[config.mk]
export PLATFORM = sky130hd
export DESIGN_NAME = pipeline_trace_buffer
export DESIGN_NICKNAME = d
export VERILOG_FILES = /design/src/rtl/pipeline_trace_buffer.sv
export SDC_FILE = /design/constraint.sdc
export NUM_CORES = 1
export LEC_CHECK = 0
export CAP_MARGIN = 30
export CORE_ASPECT_RATIO = 0.6
export CORE_MARGIN = 1.5
export CORE_UTILIZATION = 61
export CTS_BUF_LIST = sky130_fd_sc_hd__clkbuf_8 sky130_fd_sc_hd__clkbuf_16
export DETAILED_ROUTE_END_ITERATION = 16
export PLACE_DENSITY = 0.79
export SLEW_MARGIN = 20
export SYNTH_ARGS = -nofsm -noshare
export SYNTH_HDL_FRONTEND = slang
export SYNTH_SLANG_ARGS = --single-unit
[constraint.sdc]
create_clock -name clk -period 4 [get_ports clk]
set_clock_uncertainty 0.2 [all_clocks]
set_input_delay 0.8 -clock clk [delete_from_list [all_inputs] [get_ports clk]]
set_output_delay 0.8 -clock clk [all_outputs]
set_load 0.05 [all_outputs]
[src/rtl/pipeline_trace_buffer.sv]
// pipeline_trace_buffer
//   On-chip trace recorder for the 5-stage pipeline. Captures timestamped
//   write-back events into a circular buffer while in RUN. Capture freezes
//   on halt, timeout, full (non-wrapping) or an external stop. Entries are
//   drained oldest-first through a request/valid port while in DONE.
// Ports:
//   clk, reset            clock, async active-high reset
//   arm, stop             start capture (IDLE/DONE), external stop (RUN)
//   mode_all, wrap_en     capture mode and wrap policy, latched at arm
//   wb_we/wb_rd/wb_data   write-back tap
//   pc, stall, halt       pipeline status taps
//   rd_req                pop the oldest entry (DONE only)
//   rd_valid, rd_*        one-cycle readout pulse and entry fields
//   state, count          FSM state (IDLE=00, RUN=01, DONE=10), entries held
//   overflow, stop_cause  entry lost to wrap, reason for the last stop
module pipeline_trace_buffer #(
  parameter int DATA_W  = 16,
  parameter int PC_W    = 16,
  parameter int RIDX_W  = 3,
  parameter int DEPTH   = 16,
  parameter int CYC_W   = 16,
  parameter int TIMEOUT = 200
) (
  input  logic                     clk,
  input  logic                     reset,
  input  logic                     arm,
  input  logic                     stop,
  input  logic                     mode_all,
  input  logic                     wrap_en,
  input  logic                     wb_we,
  input  logic [RIDX_W-1:0]        wb_rd,
  input  logic [DATA_W-1:0]        wb_data,
  input  logic [PC_W-1:0]          pc,
  input  logic                     stall,
  input  logic                     halt,
  input  logic                     rd_req,
  output logic                     rd_valid,
  output logic [CYC_W-1:0]         rd_cycle,
  output logic [PC_W-1:0]          rd_pc,
  output logic [RIDX_W-1:0]        rd_reg,
  output logic [DATA_W-1:0]        rd_data,
  output logic                     rd_stall,
  output logic [1:0]               state,
  output logic [$clog2(DEPTH):0]   count,
  output logic                     overflow,
  output logic [1:0]               stop_cause
);

  localparam int AW = $clog2(DEPTH);
  localparam int EW = CYC_W + PC_W + RIDX_W + DATA_W + 1;
  localparam logic [AW:0] FULL_CNT = (AW+1)'(DEPTH);
  localparam logic [AW:0] LAST_CNT = (AW+1)'(DEPTH - 1);
  localparam logic [CYC_W-1:0] TO_LAST = CYC_W'((TIMEOUT == 0) ? 0 : TIMEOUT - 1);

  typedef enum logic [1:0] {IDLE = 2'b00, RUN = 2'b01, DONE = 2'b10} state_t;
  typedef enum logic [1:0] {
    CAUSE_EXT     = 2'b00,
    CAUSE_HALT    = 2'b01,
    CAUSE_TIMEOUT = 2'b10,
    CAUSE_FULL    = 2'b11
  } cause_t;

  state_t            st;
  cause_t            cause;
  logic [AW-1:0]     wr_ptr;
  logic [AW-1:0]     rd_ptr;
  logic [CYC_W-1:0]  cyc;
  logic              mode_q;
  logic              wrap_q;
  logic [EW-1:0]     mem [DEPTH];

  logic capture;
  logic is_full;
  logic fill_stop;
  logic timeout_hit;

  assign state      = st;
  assign stop_cause = cause;

  always_comb begin
    capture     = (st == RUN) && (mode_q || wb_we);
    is_full     = (count == FULL_CNT);
    // Non-wrapping capture stops on the write that fills the last slot.
    fill_stop   = capture && !wrap_q && (count == LAST_CNT);
    timeout_hit = (TIMEOUT != 0) && (cyc == TO_LAST);
  end

  // Buffer storage carries no reset; only pointers and count define validity.
  always_ff @(posedge clk) begin
    if (capture) begin
      mem[wr_ptr] <= {cyc, pc, wb_rd, wb_data, stall};
    end
  end

  always_ff @(posedge clk or posedge reset) begin
    if (reset) begin
      st       <= IDLE;
      cause    <= CAUSE_EXT;
      wr_ptr   <= '0;
      rd_ptr   <= '0;
      count    <= '0;
      overflow <= 1'b0;
      cyc      <= '0;
      mode_q   <= 1'b0;
      wrap_q   <= 1'b0;
      rd_valid <= 1'b0;
      rd_cycle <= '0;
      rd_pc    <= '0;
      rd_reg   <= '0;
      rd_data  <= '0;
      rd_stall <= 1'b0;
    end else begin
      rd_valid <= 1'b0;
      // arm outranks rd_req in DONE, so it is handled ahead of the state case.
      if (arm && st != RUN) begin
        st       <= RUN;
        cause    <= CAUSE_EXT;
        wr_ptr   <= '0;
        rd_ptr   <= '0;
        count    <= '0;
        overflow <= 1'b0;
        cyc      <= '0;
        mode_q   <= mode_all;
        wrap_q   <= wrap_en;
      end else begin
        case (st)
          RUN: begin
            if (capture) begin
              wr_ptr <= wr_ptr + 1'b1;
              if (is_full) begin
                // Overwrite of the oldest entry drags the read pointer along.
                rd_ptr   <= rd_ptr + 1'b1;
                overflow <= 1'b1;
              end else begin
                count <= count + 1'b1;
              end
            end
            if (cyc != '1) begin
              cyc <= cyc + 1'b1;
            end
            if (halt) begin
              st    <= DONE;
              cause <= CAUSE_HALT;
            end else if (timeout_hit) begin
              st    <= DONE;
              cause <= CAUSE_TIMEOUT;
            end else if (fill_stop) begin
              st    <= DONE;
              cause <= CAUSE_FULL;
            end else if (stop) begin
              st    <= DONE;
              cause <= CAUSE_EXT;
            end
          end
          DONE: begin
            if (rd_req && count != '0) begin
              rd_valid <= 1'b1;
              {rd_cycle, rd_pc, rd_reg, rd_data, rd_stall} <= mem[rd_ptr];
              rd_ptr   <= rd_ptr + 1'b1;
              count    <= count - 1'b1;
            end
          end
          default: ;
        endcase
      end
    end
  end

endmodule

==> results.ini <==
[logic_synthesis]
async_flop_share=0.09663
synth_fp_nets=1799
ys_ff_latch=921
synthCells=1746
synth_cell_types=54
yosysSeqAreaShare=0.7741
synth_commonest_cells=edfxtp_1 (832), mux4_2 (208), nand2_1 (187)
synth_top_cell_by_area=edfxtp_1
syn_area_per_cell_um2=20.13
yosys_warnings=0
synth_most_common_cell=edfxtp_1
yosys-top-cells-area=edfxtp_1 (71%), mux4_2 (13%), dfrtp_1 (6.3%)
synth-edff-count=832
synth_top_cell_area_share=0.7108
synth_area_um2=35150
ys.flop_type=edfxtp_1

[min_path]
hold_class=register to register

[routing]
ant_nets=0
vias=18560
drt_pass1_iterations=5
avgViaCountPerCell=6.772
wirelength_um=84570
post-route-drc-count=0
wl_per_cell_um=30.85
drt_iter0_markers=2613

[timing]
setup_viol=0
min_period_ps=3327
setup_tns_ps=0
report.final.slew_viol_count=0
tightestPinTransition_ps=973.0
grt_setup_unrepaired=false
slew_headroom=0.3513
fmax_ghz=0.3005
finalCritPeriodShare=0.8318
hold_viol_final=0

[grt]
grt_usage=0.2943
grt_first_pass_wirelength_um=124800
grt_overflow=0
antenna_found_initial=4
first_global_vias=18960
grt_start_max_net_pins=55

[layout]
area_delta_synth_final_pct=14.72
finalNonFillerCells=2741
fin_util=0.7158
largest_reg_flops=832
nNetsFinal=1967
regMostFlops=mem
stdcell_area_um2=40330
n_fill_cell=3202
drive_above_1_share=0.2214

[pwr]
total_power_uw=27100
power.density_nw_per_um2=671.9
ir_worst_vdd_v=0.0005524
p_leak_uw=0.01316

[clock_network]
cts-buffers-inserted=78
cts_tree=yes
htree_levels=3
clkLatencyLatePin_ps=640
root_buffer=clkbuf_16
numClockSinks=921
clockBufferDepth=3
path_clk_slew_ps=60
holdBufCountCts=0
post_cts_buffers=0
post_cts_resized=0

[setup_path]
worstPathCellList=and2b_1, o21ai_0, nor3b_1, and2_4, buf_4
cp-end-kind=register
rrSetupSlack_ps=670
arrival_ps=3470
path_buf_inv=1
slowest_stage=and2_4
path_class=register to register
critical_path.top_delay_family=simple AND/OR/NAND/NOR gates
cp-start-kind=register
worstPathMaxFanout=26
cp.required_ps=4140
max_stage_delay_ps=630

[placement]
port_buffers=107
hpwlAfterDp_um=48840
dp.cells=2591
placed_area_um2=37660
gp_congestion=0.8369

[floorplan]
fp-row-count=67
die_area_um2=59120
start_util=0.6240
fp.dieW_um=312.9
io_pins=108
die_y_um=188.9
core_area_um2=56330

[outcome]
status=completed

[run]
cap_violations=0

-- worst reg2reg max path, delay by kind of cell (launching register included) --
| kind | cells | cell delay, ps |
|---|---|---|
| flops | 1 | 460 |
| compound gates | 1 | 400 |
| simple gates | 3 | 1690 |
| buf+inv | 1 | 300 |
-- per-stage QoR --
stage                     hold WS, ps  setup WS [ps]
after floorplan                 246.4          515.2
after global placement          265.1          586.7
after detailed placement        268.2          432.1
after CTS                       287.8          713.8
after global routing            335.9          458.6
final                           292.0          672.6
-- final timing paths --
| path | from | to | cells after the start |
|---|---|---|---|
| max | state[1]$_DFFE_PP0P_ | mem[8][0]$_DFFE_PP_ | 5 |
| min reg2reg | wrap_q$_DFFE_PP0N_ | wrap_q$_DFFE_PP0N_ | 2 |
| min | wrap_q$_DFFE_PP0N_ | wrap_q$_DFFE_PP0N_ | 2 |
| max reg2reg | state[1]$_DFFE_PP0P_ | mem[8][0]$_DFFE_PP_ | 5 |
| min in group asynchronous | reset | rd_pc[11]$_DFFE_PP0P_ | 2 |
| max in group asynchronous | reset | rd_data[14]$_DFFE_PP0P_ | 3 |
-- cell type report --
cell class | instances | area [um^2] | area share
repair buffers | 186 | 2004 | 0.04971
diodes | 4 | 10.01 | 0.0002482
inverters | 10 | 40.04 | 0.0009929
well taps | 759 | 949.7 | 0.02355
flip-flops and latches | 921 | 27220 | 0.6750
clock buffers | 87 | 2098 | 0.05203
multi-input cells | 717 | 7485 | 0.1856
clock inverters | 57 | 519.2 | 0.01288
-- cells by family after synthesis --
| logic type | Yosys count | synth area share |
|---|---|---|
| compound gates | 195 | 0.03403 |
| xor+xnor | 12 | 0.002990 |
| fa+ha+maj | 8 | 0.002848 |
| buf+inv | 108 | 0.01424 |
| flops | 921 | 0.7741 |
| mux | 216 | 0.1356 |
| simple gates | 286 | 0.03616 |
-- where the power goes --
group	total [uW]	switching (uW)	internal [uW]
Clock	7800	3430	4370
Sequential	12000	716	11200
Combinational	7350	4280	3070
Total	27100	8420	18700
-- cell usage in the layout, fill, tap and decap left out, types with 6 or more instances in the layout --
cell / count
a21oi_1: 64
and2_4: 12
buf_12: 25
buf_4: 52
bufinv_16: 9
clkbuf_16: 80
clkbuf_8: 7
clkdlybuf4s50_1: 107
clkinv_1: 6
clkinv_2: 13
dfrtp_1: 86
edfxtp_1: 832
ha_1: 8
inv_1: 27
mux2i_1: 6
mux4_2: 208
nand2_1: 186
nand3_1: 12
nor2_1: 27
nor3_1: 10
o21ai_0: 7
o22ai_1: 100
xnor2_1: 9
-- metal layers --
layer / up-vias / global-route usage / share of wire
met5: - / 0 / 0
met4: 0 / 0.09476 / 0.025
met1: 9674 / 0.4226 / 0.38
met2: 1272 / 0.4560 / 0.48
li1: 7466 / - / -
met3: 150 / 0.07021 / 0.11
Note: power is estimated with default switching activity, not from simulation.
